--- config.mk ---
export PLATFORM = sky130hd
export DESIGN_NAME = decoder_scan_ctrl
export DESIGN_NICKNAME = d
export VERILOG_FILES = /design/src/rtl/decoder_scan_ctrl.sv
export SDC_FILE = /design/constraint.sdc
export NUM_CORES = 1
export LEC_CHECK = 0
export ABC_AREA = 1
export BUFFER_PORTS_ARGS = -buffer_cell sky130_fd_sc_hd__buf_2
export CORE_UTILIZATION = 30
export CTS_BUF_LIST = sky130_fd_sc_hd__clkbuf_4 sky130_fd_sc_hd__clkbuf_8
export DETAILED_ROUTE_END_ITERATION = 6
export HOLD_SLACK_MARGIN = 0.03
export SYNTH_ARGS = -nofsm -noshare
export SYNTH_HDL_FRONTEND = slang
export SYNTH_SLANG_ARGS = --single-unit
--- constraint.sdc ---
create_clock -name clk -period 2.2 [get_ports clk]
set_input_delay 0.44 -clock clk [delete_from_list [all_inputs] [get_ports clk]]
set_output_delay 0.44 -clock clk [all_outputs]
set_load 0.02 [all_outputs]
--- src/rtl/decoder_scan_ctrl.sv ---
// Scan sequencer for a 2-to-4 decoder: visits the masked channels in ascending order,
// holding each for div+1 cycles with a one-cycle blank between channels.
module decoder_scan_ctrl #(
    parameter int DIV_W = 8
) (
    input  logic             clk,
    input  logic             rst,
    input  logic             start,
    input  logic             stop,
    input  logic [DIV_W-1:0] div,
    input  logic [3:0]       mask,
    input  logic [3:0]       sweeps,
    output logic [1:0]       Din,
    output logic             En,
    output logic             busy,
    output logic             done
);

    typedef enum logic [1:0] {IDLE, DWELL, BLANK} state_t;

    state_t           state_q;
    logic [DIV_W-1:0] cnt_q;
    logic [DIV_W-1:0] div_q;
    logic [3:0]       mask_q;
    logic [3:0]       sweeps_q;
    logic [3:0]       sweep_q;
    logic [1:0]       din_q;
    logic             en_q;
    logic             busy_q;
    logic             done_q;

    logic [1:0]       first_d;
    logic [1:0]       next_d;
    logic [3:0]       sweep_d;
    logic             wrap_d;
    logic             last_d;

    function automatic logic [1:0] lowest_set(input logic [3:0] m);
        logic [1:0] r;
        r = 2'd0;
        for (int i = 3; i >= 0; i--) begin
            if (m[i]) r = 2'(i);
        end
        return r;
    endfunction

    // Next set bit strictly above cur; falls back to the lowest set bit (wrap).
    function automatic logic [1:0] next_set(input logic [3:0] m, input logic [1:0] cur);
        logic [1:0] r;
        r = lowest_set(m);
        for (int i = 3; i >= 0; i--) begin
            if (m[i] && (i > int'(cur))) r = 2'(i);
        end
        return r;
    endfunction

    always_comb begin
        first_d = lowest_set(mask);
        next_d  = next_set(mask_q, din_q);
        wrap_d  = (next_d <= din_q);
        sweep_d = sweep_q + 4'd1;
        last_d  = wrap_d && (sweeps_q != 4'd0) && (sweep_d == sweeps_q);
    end

    always_ff @(posedge clk) begin
        if (rst) begin
            state_q <= IDLE;
            din_q   <= 2'd0;
            en_q    <= 1'b0;
            busy_q  <= 1'b0;
            done_q  <= 1'b0;
            cnt_q   <= '0;
            sweep_q <= 4'd0;
        end else begin
            done_q <= 1'b0;
            case (state_q)
                IDLE: begin
                    if (start && !stop && (mask != 4'd0)) begin
                        div_q    <= div;
                        mask_q   <= mask;
                        sweeps_q <= sweeps;
                        din_q    <= first_d;
                        en_q     <= 1'b1;
                        busy_q   <= 1'b1;
                        cnt_q    <= '0;
                        sweep_q  <= 4'd0;
                        state_q  <= DWELL;
                    end
                end
                DWELL: begin
                    if (stop) begin
                        en_q    <= 1'b0;
                        busy_q  <= 1'b0;
                        state_q <= IDLE;
                    end else if (cnt_q == div_q) begin
                        if (wrap_d) sweep_q <= sweep_d;
                        en_q <= 1'b0;
                        if (last_d) begin
                            busy_q  <= 1'b0;
                            done_q  <= 1'b1;
                            state_q <= IDLE;
                        end else begin
                            din_q   <= next_d;
                            cnt_q   <= '0;
                            state_q <= BLANK;
                        end
                    end else begin
                        cnt_q <= cnt_q + 1'b1;
                    end
                end
                BLANK: begin
                    if (stop) begin
                        busy_q  <= 1'b0;
                        state_q <= IDLE;
                    end else begin
                        en_q    <= 1'b1;
                        state_q <= DWELL;
                    end
                end
                default: begin
                    en_q    <= 1'b0;
                    busy_q  <= 1'b0;
                    state_q <= IDLE;
                end
            endcase
        end
    end

    assign Din  = din_q;
    assign En   = en_q;
    assign busy = busy_q;
    assign done = done_q;

endmodule
==> results of run 1 <==
logic make-up after synthesis:
| group | Yosys count | share of synthesized area (%) |
|---|---|---|
| simple gates | 157 | 35.6 |
| buf+inv | 43 | 9.15 |
| flops | 35 | 43.4 |
| compound gates | 23 | 7.07 |
| xor+xnor | 5 | 2.21 |
| fa+ha+maj | 4 | 2.53 |
per-stage QoR:
stage / instance area, sq um / TNS (ps) / cells
5_1_grt: 2400 / -1230 / 375
4_1_cts: 2310 / 0 / 375
3_5_place_dp: 2200 / -36.4 / 367
6_report: 2400 / 0 / 375
2_1_floorplan: 1990 / 0 / 267
3_3_place_gp: 2200 / -2.09 / 367
repair_timing:
| action | 4_1_cts | 5_1_grt |
|---|---|---|
| endpoints found under the setup margin | 5 | 13 |
| cloned | 0 | 0 |
| resized for setup | 3 | 22 |
| setup buffers | 0 | 0 |
| pin swaps | 1 | 18 |
| hold buffers | 0 | 0 |
critical path, cell delays in order (launching register included):
cell and delay, ps:
edfxtp_1 370, inv_1 60, nor3_2 200, inv_1 80, nand2_1 70, inv_2 50
ha_4 250, nand2_1 50, a21boi_4 140, nor2_2 110, nand3_2 110, nor2_4 210
nand2_4 130, nand3_2 100, nand2_2 60, nor2_2 110
state kept, by name, summed over array words and instances (netlist names):
signal,count
En,1
cnt_q,8
busy,1
sweep_q,4
done,1
sweeps_q,4
state_q,2
div_q,8
Din,2
mask_q,4
placed cells by master, fill, tap and decap left out:
master / instances
o21ai_0: 4
inv_1: 32
clkbuf_4: 1
a21oi_4: 2
nand4_1: 6
nor2_1: 34
a21oi_1: 10
ha_1: 3
o21ai_1: 5
nand3_1: 24
a21boi_4: 1
nor2_2: 3
nor2_4: 4
nand3_4: 1
nand2_2: 1
nand3_2: 7
dfxtp_2: 1
nand2_1: 67
buf_4: 4
inv_2: 5
a21oi_2: 1
nor3_2: 2
nand2_4: 2
nor3_1: 3
or2_2: 1
edfxtp_1: 16
clkbuf_8: 7
xnor2_1: 4
nor4_2: 1
ha_4: 1
buf_2: 24
xor2_1: 1
inv_4: 1
nor4_1: 1
dfxtp_1: 18
cell type report:
type | instances | share of cell area [%]
clock buffer | 8 | 4.33
timing repair buffer | 28 | 6.27
tap | 77 | 4.02
inverter | 38 | 6.06
sequential | 35 | 36.0
multi-input combinational | 189 | 43.3
metal layers:
| metal | vias to the layer above | track usage [%] | share of wire, % |
|---|---|---|---|
| met5 | - | 0 | 0 |
| met2 | 37 | 20.9 | 47 |
| met4 | 0 | 3.76 | 1.1 |
| met1 | 790 | 16.3 | 48 |
| li1 | 925 | - | - |
| met3 | 6 | 3.18 | 4.0 |
where the power goes:
part	switching, mW	internal (mW)
sequential	0.0422	0.726
combinational	0.226	0.144
clock	0.217	0.298
total	0.485	1.17
worst paths after layout:
check                               start  endpoint  slack [ps]  cells after the start
worst max register to register  mask_q[1]  cnt_q[3]          40                     15
worst max-delay path            mask_q[1]  cnt_q[3]          40                     15
worst min register to register         En        En         490                      2
worst min-delay path               div[6]  div_q[6]         320                      1
==> flow_summary.toml, run 1 <==
[logic_synthesis]
yosysWarnings = 0
synth_nets = 291
synth.avg_cell_area_sq_um = 7.42
yosysMostFrequentCell = "nand2_1"
synth-seq-area-share_pct = 43.4
synth_commonest_cells = "nand2_1, nor2_1, inv_1"
synth_top_cell_area_share_pct = 24.2
synth_cell_types = 27
synth_top_cell_by_area = "edfxtp_1"
synth_area_leaders = "edfxtp_1, dfxtp_1, nand2_1"
yosys_register_bits = 35
synthArstFlopShare_pct = 0
synth_ff_type = "dfxtp_1"
synth_cells = 267
synth_edf_count = 16
syn_area_sq_um = 1980

[sta]
fin_crit_ps = 2160
drv_slew = 0
clock_skew_ps = 4.81
fin_ws_ps = 42.5
setup_viol = 0
post-route-period-util_pct = 98.1
fin_hold_ws_ps = 324
clock.fmax_mhz = 463
slew_headroom_pct = 65.0
final_hold_viol_count = 0
rsz0062_at_grt = "yes"
tightestPinTransition_ps = 524

[drt]
drc_errors = 0
first_pass_iters = 4
via_per_inst = 4.69
wl_um = 4130
vias = 1758
ant_nets = 0
wl_per_cell_um = 11.0
drt_iter0_drc = 115

[clock_tree]
cts_tree = "built"
clock-sinks = 35
cts.clk_slew.worst_paths_ps = 70
htreeDepth = 2
clkLatencyLatePin_ps = 290
clockRootBuffer = "clkbuf_8"
cts_buffer_depth = 2
cts_made_buffers = 5

[worst_setup_path]
setup.worst_path.class = "register to register"
crit_arrival_ps = 2390
cp.required_ps = 2430
path_max_fanout = 8
start_kind = "register"
crit_path_end_kind = "register"

[finish]
multi_input_area_sq_um = 1040
antenna_cells = 0
final.fill_count = 655
final_nets = 321
area_growth_pct = 20.9
final-seq-area_sq_um = 862
drive_gt1_share_pct = 23.5
fin_util_pct = 37.7

[global_route]
antenna_found_initial = 0
grt_pass1_wl_um = 7140
grt_start_max_net_pins = 16
grt_pass1_vias = 1623
gr-total-overflow = 0
grt_util_all_layers_pct = 12.7

[pwr]
p_per_area_nw_per_um2 = 690
irDropWorstVdd_uv = 374
leakage_nw = 1.08
total_power_mw = 1.65

[place]
routabilityCongestion = 0.761
dp_hpwl_um = 2970
numPortBuffers = 24
pre_cts_slack_ps = -26.7

[floorplan]
start_util_pct = 31.2
ios = 25
die_h_um = 83.3
num_rows = 29
coreArea_sq_um = 6350
dieArea_sq_um = 6940
die_x_um = 83.3

[outcome]
status = "finished, final reports clean"

[run]
drv_cap = 0

[worst_hold_path]
hold_path_class = "input pin to register"
No activity file was read; power rests on OpenSTA's default activity.
==> run 2: changes to the inputs <==
Settings changed: CORE_UTILIZATION 30 to 35.
Clock period 2.2 ns to 2.6 ns, I/O delays scaled along.
==> flow_summary.toml, run 2 (synthesis results as in run 1) <==
[floorplan]
die_x_um = 77.3
start_util_pct = 36.2
num_rows = 27
coreArea_sq_um = 5470
die_h_um = 77.3
ios = 25
dieArea_sq_um = 5970

[finish]
layout_top_registers = "cnt_q: 8 flops, div_q: 8 flops"
final_nets = 320
drive_gt1_share_pct = 17.2
final_common_cell = "nand2_1"
area_growth_pct = 14.6
antenna_cells = 0
final_cell_mix = "nand2_1, nor2_1, inv_1"
fin_util_pct = 41.5

[worst_setup_path]
cp_cell_sequence = "inv_1 > a21oi_1 > o21ai_0 > a21oi_1 > ha_1 > nand2_1 > a21boi_0 > nor2_1 > nand3_1 > o21ai_0 > nand3_1 > nand2_1 > nor2_1"
crit_arrival_ps = 2400
start_kind = "register"
cp.required_ps = 2780
crit_slowest_cell = "edfxtp_1"
setup.worst_path.class = "register to register"
crit_path_end_kind = "register"
slowest_delay_ps = 400
path_max_fanout = 3

[global_route]
gr-total-overflow = 0
grt_pass1_wl_um = 7150
grt_start_max_net_pins = 16
antenna_found_initial = 0
grt_util_all_layers_pct = 15.0
grt_pass1_vias = 1647

[sta]
tightestPinTransition_ps = 520
rsz0062_at_grt = "no"
final_hold_viol_count = 0
post-route-period-util_pct = 85.4
clock_skew_ps = 5.14
fin_crit_ps = 2220
drv_slew = 0
tns_ps = 0
slew_headroom_pct = 65.2
clock.fmax_mhz = 450
setup_viol = 0

[place]
numPortBuffers = 24
routabilityCongestion = 0.851
dp_hpwl_um = 3040

[pwr]
seq_power_share_pct = 49.1
leakage_nw = 1.02
power_switching_uw = 400
irDropWorstVdd_uv = 277
p_per_area_nw_per_um2 = 583
p_clk_share_pct = 30.2
switching_share_pct = 30.2
comb_power_share_pct = 20.7
p_int_uw = 926

[drt]
via_per_inst = 4.80
ant_nets = 0
first_pass_iters = 7
wl_um = 4030
drc_errors = 1
drt_iter0_drc = 88
wl_per_cell_um = 10.9
vias = 1770

[clock_tree]
post-cts-setup-buffers = 0
htreeDepth = 2
clock-sinks = 35
cts_resized = 0
hold_buffers = 0
clkLatencyLatePin_ps = 290
clockRootBuffer = "clkbuf_8"
cts.clk_slew.worst_paths_ps = 70
cts_buffer_depth = 2
cts_made_buffers = 5
cts_tree = "built"

[outcome]
violations = "DRC"
status = "finished, violations left"

[worst_hold_path]
hold_path_class = "input pin to register"

[run]
drv_cap = 0
==> run 2: critical path, delay by kind of cell, from the launching register on <==
| kind | cells | cell delay (ps) |
|---|---|---|
| adders and majority gates | 1 | 280 |
| DFF | 1 | 400 |
| buffers and inverters | 1 | 70 |
| AOI/OAI and AO/OA | 5 | 840 |
| and+or+nand+nor | 6 | 510 |
==> run 2: through the flow <==
step / instance area [sq um] / total power [mW] / instances / setup WS (ps) / hold WS, ps
after detailed placement: 2180 / 0.937 / 361 / 391 / 467
after global placement: 2180 / 0.933 / 361 / 411 / 463
after CTS: 2270 / 1.34 / 369 / 367 / 394
after global routing: 2270 / 1.41 / 369 / 88.6 / 392
final: 2270 / 1.33 / 369 / 379 / 404
after floorplan: 1980 / 0.864 / 267 / 291 / 475
==> run 2: metal layers <==
layer,global-route usage (%),vias up,wire [um]
met2,23.2,26,1760
li1,-,919,-
met4,6.42,0,61
met3,4.05,7,151
met1,19.4,818,2060
met5,0,-,0
==> run 2: worst paths after layout <==
kind	startpoint	slack, ps	depth (start not counted)	endpoint
min	div[6]	400	1	div_q[6]
max reg2reg	mask_q[2]	380	13	busy
max	mask_q[2]	380	13	busy
min reg2reg	En	480	2	En
==> run 2: power by group through the flow <==
stage / logic (mW) / registers [mW] / clock network (mW)
2_1_floorplan: 0.201 / 0.663 / 0
3_3_place_gp: 0.271 / 0.662 / 0
3_5_place_dp: 0.274 / 0.663 / 0
4_1_cts: 0.276 / 0.650 / 0.413
5_1_grt: 0.319 / 0.657 / 0.434
6_report: 0.275 / 0.650 / 0.401
==> run 2: final cells by class <==
type / instances / area (sq um)
clock buffers: 7 / 83.8
clock inverters: 1 / 5.00
fillers: 590 / 3200
inverters: 38 / 145
multi-input cells: 189 / 945
flip-flops and latches: 35 / 861
well taps: 72 / 90.1
repair buffers: 27 / 143
==> run 3: changes to the inputs <==
Settings changed: PLACE_DENSITY from default to 0.51.
==> flow_summary.toml, run 3 (synthesis results as in run 1) <==
[outcome]
status = "finished, final reports clean"

[pwr]
comb_power_share_pct = 20.5
p_int_uw = 926
irDropWorstVdd_uv = 221
switching_share_pct = 30.3
seq_power_share_pct = 49.0
p_per_area_nw_per_um2 = 585
leakage_nw = 1.02
power_switching_uw = 402
p_clk_share_pct = 30.5
total_power_mw = 1.33

[finish]
final_nets = 320
drive_gt1_share_pct = 17.2
layout_top_registers = "cnt_q: 8 flops, div_q: 8 flops"
final_common_cell = "nand2_1"
final_cell_count_no_fill = 369
area_growth_pct = 14.6
final_cell_mix = "nand2_1, nor2_1, inv_1"
postLayoutCellArea_sq_um = 2270
antenna_cells = 0

[clock_tree]
clockRootBuffer = "clkbuf_8"
post-cts-setup-buffers = 0
htreeDepth = 2
clock-sinks = 35
cts_resized = 0
clkLatencyLatePin_ps = 290
cts_buffer_depth = 2
cts_tree = "built"
cts_made_buffers = 5
cts.clk_slew.worst_paths_ps = 70
hold_buffers = 0

[sta]
tightestPinTransition_ps = 522
setup_viol = 0
final_hold_viol_count = 0
clock.fmax_mhz = 451
clock_skew_ps = 6.98
tns_ps = 0
fin_crit_ps = 2220
drv_slew = 0
rsz0062_at_grt = "no"
slew_headroom_pct = 65.1
post-route-period-util_pct = 85.3

[drt]
drt_iter0_drc = 92
wl_per_cell_um = 11.0
ant_nets = 0
wl_um = 4060
vias = 1708
via_per_inst = 4.63
drc_errors = 0
first_pass_iters = 4

[global_route]
gr-usage-met2_pct = 23.4
grt_busiest_layer = "met2"
grt_util_all_layers_pct = 15.4
use_met3_pct = 2.74
gr-total-overflow = 0
met1_usage_pct = 20.8
grt_start_max_net_pins = 16
grt_pass1_vias = 1654
grt_pass1_wl_um = 7330
antenna_found_initial = 0

[floorplan]
dieArea_sq_um = 5970
start_util_pct = 36.2
die_h_um = 77.3
ios = 25
num_rows = 27
coreArea_sq_um = 5470
die_x_um = 77.3

[worst_setup_path]
cp.required_ps = 2790
crit_arrival_ps = 2410
rr_startpoint = "mask_q[2]"
cp-startpoint = "mask_q[2]"
crit_path_end_kind = "register"
setup.worst_path.class = "register to register"
path_max_fanout = 3
start_kind = "register"

[place]
placed_cell_area_sq_um = 2180
routabilityCongestion = 0.837
dp_hpwl_um = 2990
numPortBuffers = 24
place_inst = 361

[run]
drv_cap = 0

[worst_hold_path]
hold_path_class = "input pin to register"
min_from = "div[0]"
==> run 3: cell counts in the layout (fill, tap and decap cells not counted) <==
Identical to the previous run, type by type.
==> run 3: path summary, 6_finish.rpt <==
kind                            endpoint  slack [ps]  cells past startpoint
worst max-delay path                busy         380                     13
worst min-delay path            div_q[0]         400                      1
worst max register to register      busy         380                     13
worst min register to register        En         480                      2
==> run 3: per-stage QoR <==
step                worst slack, ps  hold WS (ps)  utilization, %
CTS                             362           391            41.5
floorplan                       291           475               -
global route                   69.0           388            41.5
detailed placement              368           471            39.9
global placement                378           463            39.9
finish                          381           400            41.5
==> run 3: power by group through the flow <==
stage | Sequential (mW) | Clock (mW) | Combinational (mW)
after floorplan | 0.663 | 0 | 0.201
after global placement | 0.663 | 0 | 0.274
after detailed placement | 0.663 | 0 | 0.273
after CTS | 0.651 | 0.420 | 0.275
after global routing | 0.656 | 0.437 | 0.319
final | 0.651 | 0.406 | 0.272
==> run 3: layout make-up <==
type / count / area (sq um)
flip-flops and latches: 35 / 861
clock buffers: 7 / 83.8
clock inverters: 1 / 5.00
inverters: 38 / 145
well taps: 72 / 90.1
multi-input cells: 189 / 945
repair buffers: 27 / 143
fillers: 594 / 3200
==> run 3: routing by layer <==
| layer | part of all wire [%] | up-vias |
|---|---|---|
| met5 | 0 | - |
| li1 | - | 922 |
| met4 | 1.8 | 0 |
| met1 | 53 | 743 |
| met3 | 3.2 | 7 |
| met2 | 42 | 36 |
==> run 3: critical path, cell delays in order, from the launching register on <==
cell and delay (ps):
edfxtp_1 400, inv_1 70, a21oi_1 50, o21ai_0 200
a21oi_1 100, ha_1 280, nand2_1 40, a21boi_0 130
nor2_1 100, nand3_1 130, o21ai_0 380, nand3_1 130
nand2_1 70, nor2_1 40
